==> src/rtl/clockgen_seq.sv <==
// clockgen_seq: reset/lock sequencer for the board clock generator.
// Holds the generator in reset, waits for a stable lock, retries on lock
// timeout, and releases the downstream system reset only while locked.
module clockgen_seq #(
    parameter int RST_CYCLES   = 8,
    parameter int LOCK_STABLE  = 16,
    parameter int LOCK_TIMEOUT = 1024,
    parameter int MAX_RETRY    = 3,
    parameter int CNT_W        = 16
) (
    input  logic       CLK_IN,
    input  logic       RSTN_IN,
    input  logic       LOCKED_IN,
    input  logic       RESTART_IN,
    output logic       DCM_RST_OUT,
    output logic       SYS_RSTN_OUT,
    output logic       READY_OUT,
    output logic       FAIL_OUT,
    output logic [3:0] RETRY_CNT_OUT,
    output logic [1:0] STATE_OUT
);

    typedef enum logic [1:0] {
        ST_RESET     = 2'd0,
        ST_WAIT_LOCK = 2'd1,
        ST_RUN       = 2'd2,
        ST_FAIL      = 2'd3
    } state_t;

    // Terminal counts are compared against the pre-increment counter value,
    // so each state leaves on the edge where its counter holds limit-1.
    localparam logic [CNT_W-1:0] RST_LAST  = CNT_W'(RST_CYCLES - 1);
    localparam logic [CNT_W-1:0] STAB_LAST = CNT_W'(LOCK_STABLE - 1);
    localparam logic [CNT_W-1:0] TMO_LAST  = CNT_W'(LOCK_TIMEOUT - 1);
    localparam logic [CNT_W-1:0] CNT_ONE   = CNT_W'(1);
    localparam logic [3:0]       RETRY_MAX = 4'(MAX_RETRY);
    localparam logic [3:0]       RETRY_ONE = 4'd1;

    state_t           state_q, state_d;
    logic [CNT_W-1:0] cnt_q, cnt_d;
    logic [CNT_W-1:0] stab_q, stab_d;
    logic [3:0]       retry_q, retry_d;
    logic             dcm_rst_q, dcm_rst_d;
    logic             sys_rstn_q, sys_rstn_d;
    logic             ready_q, ready_d;
    logic             fail_q, fail_d;

    // Next-state, counter and output decode; RESTART_IN overrides all state logic.
    always_comb begin
        state_d = state_q;
        cnt_d   = cnt_q;
        stab_d  = stab_q;
        retry_d = retry_q;

        if (RESTART_IN) begin
            state_d = ST_RESET;
            cnt_d   = '0;
            stab_d  = '0;
            retry_d = '0;
        end else begin
            case (state_q)
                ST_RESET: begin
                    if (cnt_q == RST_LAST) begin
                        state_d = ST_WAIT_LOCK;
                        cnt_d   = '0;
                        // Any lock glitch seen while the generator was held
                        // in reset must not count toward stability.
                        stab_d  = '0;
                    end else begin
                        cnt_d = cnt_q + CNT_ONE;
                    end
                end
                ST_WAIT_LOCK: begin
                    cnt_d  = cnt_q + CNT_ONE;
                    stab_d = LOCKED_IN ? (stab_q + CNT_ONE) : '0;
                    // Lock is checked first so it wins over a coincident timeout.
                    if (LOCKED_IN && (stab_q == STAB_LAST)) begin
                        state_d = ST_RUN;
                        retry_d = '0;
                    end else if (cnt_q == TMO_LAST) begin
                        if (retry_q < RETRY_MAX) begin
                            retry_d = retry_q + RETRY_ONE;
                            state_d = ST_RESET;
                            cnt_d   = '0;
                        end else begin
                            state_d = ST_FAIL;
                        end
                    end
                end
                ST_RUN: begin
                    // Lock loss restarts the sequence with a fresh retry budget
                    // (retry is already zero here).
                    if (!LOCKED_IN) begin
                        state_d = ST_RESET;
                        cnt_d   = '0;
                    end
                end
                ST_FAIL: begin
                    // Terminal: only RESTART_IN or RSTN_IN leave this state.
                end
                default: begin
                    state_d = ST_RESET;
                    cnt_d   = '0;
                end
            endcase
        end

        // Outputs are registered from the next state so they change on the
        // same edge as the state itself.
        dcm_rst_d  = (state_d == ST_RESET) || (state_d == ST_FAIL);
        sys_rstn_d = (state_d == ST_RUN);
        ready_d    = (state_d == ST_RUN);
        fail_d     = (state_d == ST_FAIL);
    end

    // State, counters and registered outputs with synchronous active-low reset.
    always_ff @(posedge CLK_IN) begin
        if (!RSTN_IN) begin
            state_q    <= ST_RESET;
            cnt_q      <= '0;
            stab_q     <= '0;
            retry_q    <= '0;
            dcm_rst_q  <= 1'b1;
            sys_rstn_q <= 1'b0;
            ready_q    <= 1'b0;
            fail_q     <= 1'b0;
        end else begin
            state_q    <= state_d;
            cnt_q      <= cnt_d;
            stab_q     <= stab_d;
            retry_q    <= retry_d;
            dcm_rst_q  <= dcm_rst_d;
            sys_rstn_q <= sys_rstn_d;
            ready_q    <= ready_d;
            fail_q     <= fail_d;
        end
    end

    assign DCM_RST_OUT   = dcm_rst_q;
    assign SYS_RSTN_OUT  = sys_rstn_q;
    assign READY_OUT     = ready_q;
    assign FAIL_OUT      = fail_q;
    assign RETRY_CNT_OUT = retry_q;
    assign STATE_OUT     = state_q;

endmodule

==> config.mk <==
export PLATFORM = sky130hd
export DESIGN_NAME = clockgen_seq
export DESIGN_NICKNAME = d
export VERILOG_FILES = /design/src/rtl/clockgen_seq.sv
export SDC_FILE = /design/constraint.sdc
export NUM_CORES = 1
export LEC_CHECK = 0
export BUFFER_PORTS_ARGS = -buffer_cell sky130_fd_sc_hd__buf_2
export CAP_MARGIN = 15
export CORE_ASPECT_RATIO = 1.2
export CORE_MARGIN = 2
export CORE_UTILIZATION = 49
export CTS_BUF_LIST = sky130_fd_sc_hd__clkbuf_2
export DETAILED_ROUTE_END_ITERATION = 12
export PLACE_DENSITY = 0.67
export RECOVER_POWER = 50
export SYNTH_ARGS = -nofsm -noshare
export SYNTH_HDL_FRONTEND = slang
export SYNTH_SLANG_ARGS = --single-unit
==> constraint.sdc <==
create_clock -name CLK_IN -period 2.6 [get_ports CLK_IN]
set_input_delay 0.26 -clock CLK_IN [delete_from_list [all_inputs] [get_ports CLK_IN]]
set_output_delay 0.26 -clock CLK_IN [all_outputs]
set_load 0.02 [all_outputs]
==> results of run 1 <==
==> per-stage QoR <==
stage               setup WS (ps)  hold slack (ps)  power (mW)
floorplan                     455              449       0.658
finish                        233              130       0.929
global placement              263              464       0.669
detailed placement            234              469       0.669
global route                 20.0              158       0.967
CTS                           181              130       0.943
==> sequential cells by signal, indices dropped and copies added (netlist names) <==
signal / count
cnt_q: 16
stab_q: 16
RETRY_CNT_OUT: 4
STATE_OUT: 2
DCM_RST_OUT: 1
FAIL_OUT: 1
READY_OUT: 1
==> worst min-delay path, delay by kind of cell <==
kind / cells / cell delay (ps)
and+or+nand+nor: 2 / 170
buffers and inverters: 1 / 80
==> report_power, final <==
group | leakage [nW] | internal, mW | switching (mW)
clock | 0.0327 | 0.0676 | 0.207
combinational | 0.476 | 0.00722 | 0.0149
sequential | 0.330 | 0.631 | 0.00153
total | 0.839 | 0.706 | 0.223
==> layout make-up <==
cell class	instances	area (um^2)
clock buffers	6	30.0
clock inverters	2	10.0
fillers	422	1930
inverters	5	18.8
multi-input cells	205	1270
flip-flops and latches	41	821
well taps	56	70.1
repair buffers	17	75.1
==> per-layer routing <==
layer / track usage (%) / part of all wire (%) / up-vias
met5: 0 / 0 / -
met4: 8.30 / 2.3 / 0
met3: 4.14 / 3.0 / 10
met2: 35.6 / 52 / 34
met1: 22.2 / 43 / 883
li1: - / - / 952
==> final timing paths <==
check | startpoint | endpoint | slack [ps] | cells past startpoint
setup / recovery | stab_q[0]$_SDFFE_PP0P_ | cnt_q[6]$_SDFFE_PP0P_ | 230 | 8
hold / removal | RESTART_IN | DCM_RST_OUT$_SDFF_PN1_ | 130 | 3
setup reg to reg | stab_q[0]$_SDFFE_PP0P_ | cnt_q[6]$_SDFFE_PP0P_ | 230 | 8
hold reg to reg | RETRY_CNT_OUT[1]$_SDFFE_PP0P_ | RETRY_CNT_OUT[1]$_SDFFE_PP0P_ | 480 | 2
==> kinds of logic after synthesis <==
group | after synthesis | synth area share, %
multiplexers | 1 | 0.467
flip-flops | 41 | 38.3
XOR/XNOR | 18 | 7.36
buffers and inverters | 11 | 2.10
AO/OA/AOI/OAI | 50 | 15.5
AND/OR/NAND/NOR | 128 | 31.6
adder cells (fa/ha/maj) | 8 | 4.67
==> synth_stat cells, types with 8 or more instances <==
cell type  count
ha_1           8
dfxtp_1       41
and3_1        12
nor2_1        36
xor2_1        13
nand3_1       13
o21ai_0       12
a21oi_1       16
nand4_1        8
and2_1         9
nand2_1       23
==> run metrics, run 1 <==
DRC 0; chain of cells forming the critical path ha_1 > and3_1 > nand4_1 > nor4b_4 > o211a_4 > o21ai_2 > or3_1 > a31oi_1; hpwl dp 3400 um; CP max FO 8; # rows 26; Max rail drop VDD 0.238 mV; Vias/cell 5.66; H-tree depth 2; final cell count without fillers 332; clk buf depth 2; Ant. Diodes 0; syn_nets 269; Mapped Area 0.00214 mm^2; dpl cells 324; cell area after layout 0.00230 mm^2; top cells by area, synth dfxtp_1, nor2_1, xor2_1; final hold vios 0; warnings from Yosys 0; worst skew pair latency 400 ps; Seq cells post-synth 41; RSZ-0062 raised after global routing no; sequential element share of the synthesized area 38.3%; DR pass1 iterations 4; Ports 14; grt total ovfl 0; main flop type after synthesis dfxtp_1; Initial DRC Count 106; initial core utilization 50.7%; Layout area overhead 7.18%; CTS tree done; global-route wire length before repair 7770 um; cell count after synthesis 257; most common cell after layout, fill and taps aside dfxtp_1; Die W 64.4 um; Die Area 0.00492 mm^2; P per Cell Area 404 mW/mm^2; final period utilization 91.1%; CP max stage cell nor4b_4; status completed; Critical Path Source Type flip-flop; nature of the critical path endpoint flip-flop; Final ANT Viol Nets 0; # setup viols final 0; Worst-path clk slew 200 ps; Final min period 2370 ps; area of the core 0.00423 mm^2; Distinct cells, synth 45; worst hold path type input port to flip-flop; Synth top area share 38.3%; max-slew violation count 0; Clock Root Buffer clkbuf_2; overall routing resource usage 19.8%; die height 76.5 um; FMAX 0.422 GHz; Post-synth ARST share 0%; Fin Setup TNS 0 ps; Leak 0.839 nW; nets 287; share of cells above drive strength 1 6.88%; crit-path max cell delay 460 ps; Crit Path Category flip-flop to flip-flop; critical path buffer and inverter count 0; vias in the first global route 1725; per-cell routed wire length 13.8 um; cell area after placement 0.00228 mm^2; Post-synth EDFFs 0; max_cap viols 0; CP top delay family simple AND/OR/NAND/NOR gates; final core occ 54.3%; initial antenna violation count 0; via count 1879; CTS Buf Count 5; Layout Skew 18.9 ps; Critical Path AT 2700 ps; port bufs 13; # clock sinks 41; drt total wl 4570 um; commonest cells after routing, fill and taps aside dfxtp_1, nor2_1, nand2_1; post-CTS sizing 0; most area-hungry cell type in the Yosys netlist dfxtp_1; Slew headroom 53.8%; routability cong. 0.846; Worst Tran Pin Value 693 ps; syn avg cell area 8.34 um^2; hold buffers post-CTS 0; largest net degree at the start of global routing 17; Crit path required time 2940 ps; setup repair bufs after CTS 0
(Power assumes the default switching activity.)
==> inputs of run 2 (changes only) <==
Settings changed: CORE_UTILIZATION 49 to 34, PLACE_DENSITY 0.67 to unset.
==> run 2 against run 1 <==
  * Fmax increased by 0.39%
  * Setup slack improved by 9.3 ps
  * Combinational power barely moved
  * Non-clock buffer count unchanged
  * Register-to-register slack hardly changed
  * Clock-buffer cell count is the same
  * Cell count is 7.8% higher
  * Via count decreased by 1.6%
  * Power about the same
  * Routed wire length grew 1.2%
  * Largest power group unchanged
==> run metrics, run 2 (same netlist as run 1, synthesis figures left out) <==
port bufs 13; clk buf depth 2; Crit path required time 2930 ps; drt total wl 4620 um; Leak 0.841 nW; grt total ovfl 0; met2 wire length 2390 um; Initial DRC Count 119; CTS tree done; Clock Root Buffer clkbuf_2; crit-path max cell delay 480 ps; DR pass1 iterations 4; # setup viols final 0; Crit Path Category flip-flop to flip-flop; # rows 31; logic gate share of total power 2.4%; hold buffers post-CTS 0; Vias/cell 5.16; Ant. Diodes 0; Max rail drop VDD 0.263 mV; Final ANT Viol Nets 0; Slew headroom 52.7%; Final min period 2360 ps; commonest cells after routing, fill and taps aside dfxtp_1, nor2_1, nand2_1; hpwl dp 3450 um; Ports 14; H-tree depth 2; sequential cell area 821 um^2; CP top delay family simple AND/OR/NAND/NOR gates; max-slew violation count 0; Die Area 0.00696 mm^2; nets 287; most common cell after layout, fill and taps aside dfxtp_1; multi-input logic area 0.00127 mm^2; Hold Slack 165 ps; fill count 684; met3 routed WL 136 um; Internal Power 706 uW; fin worst setup slack 242 ps; vias in the first global route 1726; final hold vios 0; Net Sw Power 223 uW; Layout Skew 15.3 ps; Worst Tran Pin Value 709 ps; critical path buffer and inverter count 0; chain of cells forming the critical path ha_1 > and3_1 > nand4_1 > nor4b_4 > o211a_4 > o21ai_2 > or3_1 > a31oi_1; DRC 0; RSZ-0062 raised after global routing no; final cell count without fillers 358; share of cells above drive strength 1 7.25%; sw frac 24.0%; pre-CTS WS 289 ps; Die W 76.5 um; Critical Path Source Type flip-flop; max_cap viols 0; per-cell routed wire length 12.9 um; nature of the critical path endpoint flip-flop; global-route wire length before repair 7840 um; via count 1849; FMAX 0.424 GHz; overall routing resource usage 14.0%; P per Cell Area 398 mW/mm^2; Fin Setup TNS 0 ps; top sig layer met4; setup repair bufs after CTS 0; worst hold path type input port to flip-flop; worst skew pair latency 390 ps; post-CTS sizing 0; area of the core 0.00605 mm^2; initial core utilization 35.4%; final period utilization 90.7%; Clock power frac 29.5%; # clock sinks 41; die height 91.0 um; status completed; dpl cells 350; total chip power 929 uW; CP max stage cell nor4b_4; Layout area overhead 8.76%; CP max FO 8; routability cong. 0.782; largest net degree at the start of global routing 17; Worst-path clk slew 210 ps; initial antenna violation count 0; CTS Buf Count 5; M1 wire length 2070 um; Critical Path AT 2690 ps; register share of total power 68.1%
==> run 2: per-layer routing <==
metal	vias to the layer above	track usage (%)
li1	951	-
met1	882	16.0
met2	14	25.7
met3	2	2.98
met4	0	4.55
met5	-	0
==> run 2: final timing paths <==
| path | startpoint | endpoint | slack, ps | depth (start not counted) |
|---|---|---|---|---|
| worst max register to register | stab_q[0]$_SDFFE_PP0P_ | cnt_q[6]$_SDFFE_PP0P_ | 240 | 8 |
| worst min-delay path | RESTART_IN | DCM_RST_OUT$_SDFF_PN1_ | 160 | 3 |
| worst max-delay path | stab_q[0]$_SDFFE_PP0P_ | cnt_q[6]$_SDFFE_PP0P_ | 240 | 8 |
| worst min register to register | cnt_q[1]$_SDFFE_PP0P_ | cnt_q[1]$_SDFFE_PP0P_ | 490 | 2 |
==> run 2: layout make-up <==
| type | count | share of cell area (%) |
|---|---|---|
| tap | 82 | 4.40 |
| timing repair buffer | 17 | 3.27 |
| clock buffer | 6 | 1.29 |
| multi-input combinational | 205 | 54.6 |
| sequential | 41 | 35.2 |
| inverter | 5 | 0.805 |
| clock inverter | 2 | 0.429 |
==> run 2: power groups by stage <==
stage	Clock (mW)	Combinational [mW]	Sequential [mW]
after global placement	0	0.0244	0.645
after detailed placement	0	0.0242	0.645
final	0.274	0.0219	0.633
after floorplan	0	0.0135	0.645
after global routing	0.312	0.0247	0.634
after CTS	0.290	0.0243	0.633
==> run 2: worst register-to-register path: stages, from the launching register on <==
cell     delay, ps
dfxtp_1        410
ha_1           190
and3_1         200
nand4_1        150
nor4b_4        490
o211a_4        270
o21ai_2         90
or3_1          350
a31oi_1        150
==> run 2: per-stage QoR <==
stage | instance area [um^2] | util [%]
6_report | 2330 | 38.5
5_1_grt | 2330 | 38.5
4_1_cts | 2350 | 38.9
3_5_place_dp | 2310 | 38.3
3_3_place_gp | 2310 | 38.3
2_1_floorplan | 2140 | -
==> inputs of run 3 (changes only) <==
Clock period 2.6 ns to 3 ns, I/O delays scaled along.
==> run 3 against run 2 <==
  * Clock-buffer cell count up 2
  * Global-route usage increased by 0.46 points
  * Non-clock buffer count decreased by 2
  * Combinational power down 11%
  * Sequential share of layout area rose by 0.29 points
  * Critical path depth is 1 lower
==> run metrics, run 3 (same netlist as run 1, synthesis figures left out) <==
status completed; per-cell routed wire length 13.2 um; Die W 76.5 um; P per Cell Area 347 mW/mm^2; # rows 31; pre-CTS WS 655 ps; H-tree depth 2; Slew headroom 52.5%; final hold vios 0; CTS Buf Count 5; overall routing resource usage 14.5%; largest net degree at the start of global routing 17; final period utilization 81.3%; post-CTS sizing 0; DR pass1 iterations 4; M1 wire length 2110 um; nature of the critical path endpoint flip-flop; Crit Path Category flip-flop to flip-flop; Worst R2R Start cnt_q[12]$_SDFFE_PP0P_; nets 285; R2R cell count 7; Worst Tran Pin Value 712 ps; routability cong. 0.827; r2r setup slk 560 ps; worst hold path type input port to flip-flop; hpwl dp 3550 um; dpl cells 348; commonest cells after routing, fill and taps aside dfxtp_1, nor2_1, nand2_1; cell area after placement 0.00230 mm^2; cell area after layout 0.00231 mm^2; clk buf depth 2; critical path buffer and inverter count 1; final core occ 38.2%; fin worst setup slack 560 ps; Reg-to-Reg End cnt_q[7]$_SDFFE_PP0P_; crit-path max cell delay 500 ps; fill count 669; share of cells above drive strength 1 6.57%; vias in the first global route 1791; most common cell after layout, fill and taps aside dfxtp_1; CP max stage cell nor4_1; FMAX 0.410 GHz; Leak 0.832 nW; Die Area 0.00696 mm^2; initial core utilization 35.4%; Worst-path clk slew 180 ps; Layout Skew 5.80 ps; drt total wl 4710 um; worst hold start RESTART_IN; Ant. Diodes 0; Hold Slack 207 ps; area of the core 0.00605 mm^2; die height 91.0 um; Worst Hold End DCM_RST_OUT$_SDFF_PN1_; max-slew violation count 0; total chip power 802 uW; initial antenna violation count 0; chain of cells forming the critical path nor4_1 > and2_0 > nand3b_1 > o211a_2 > o31ai_2 > clkbuf_1 > nor2_1; Critical Path Source Type flip-flop; CTS tree done; Final min period 2440 ps; Ports 14; CP top delay family simple AND/OR/NAND/NOR gates; via count 1869; met2 wire length 2390 um; final cell count without fillers 356; DRC 0; Final ANT Viol Nets 0; Critical Path AT 2720 ps; met3 routed WL 97 um; # clock sinks 41; Clock Root Buffer clkbuf_2; CP max FO 9; Layout area overhead 7.88%; max_cap viols 0; hold buffers post-CTS 0; Fin Setup TNS 0 ps; Initial DRC Count 78; setup repair bufs after CTS 0; worst skew pair latency 380 ps; grt total ovfl 0; Vias/cell 5.25; global-route wire length before repair 8160 um; port bufs 13; WHS Path Cells 3; # setup viols final 0; Crit path required time 3280 ps; RSZ-0062 raised after global routing no; Max rail drop VDD 0.174 mV; top sig layer met4
-- run 3: cell types whose count changed in the layout (fill, tap and decap cells not counted), sizes merged --
cell    previous run  this run
buf                5         3
clkbuf            18        20
clkinv             2         0
-- run 3: worst max path at each step --
stage	from	to	slack, ps	depth (start not counted)
6_report	cnt_q[12]$_SDFFE_PP0P_	cnt_q[7]$_SDFFE_PP0P_	560	7
5_1_grt	cnt_q[12]$_SDFFE_PP0P_	cnt_q[7]$_SDFFE_PP0P_	310	7
4_1_cts	stab_q[0]$_SDFFE_PP0P_	cnt_q[6]$_SDFFE_PP0P_	610	8
3_5_place_dp	stab_q[0]$_SDFFE_PP0P_	cnt_q[6]$_SDFFE_PP0P_	650	8
3_3_place_gp	cnt_q[0]$_SDFFE_PP0P_	stab_q[11]$_SDFFE_PP0P_	700	8
2_1_floorplan	stab_q[0]$_SDFFE_PP0P_	cnt_q[6]$_SDFFE_PP0P_	850	8
-- run 3: report_power, final --
part	switching [mW]	internal (mW)
Clock	0.165	0.0688
Sequential	0.00134	0.547
Combinational	0.0136	0.00593
-- run 3: area by class of cell --
class                           instances  area, um^2  area share, %
Tap cell                               82         103           4.44
Inverter                                5        18.8          0.812
Sequential cell                        41         821           35.5
Multi-Input combinational cell        205        1270           54.9
Clock buffer                            8        40.0           1.73
Timing Repair Buffer                   15        60.1           2.60
-- run 3: metal layers --
| metal | track usage [%] | vias to the layer above |
|---|---|---|
| met1 | 16.8 | 888 |
| met4 | 5.91 | 0 |
| met2 | 25.7 | 19 |
| met5 | 0 | - |
| li1 | - | 950 |
| met3 | 2.98 | 12 |
-- run 3: worst reg2reg max path: cells and delay by family (launching register included) --
family	cells	cell delay, ps
simple gates	4	1020
compound gates	2	540
flops	1	390
buf+inv	1	380
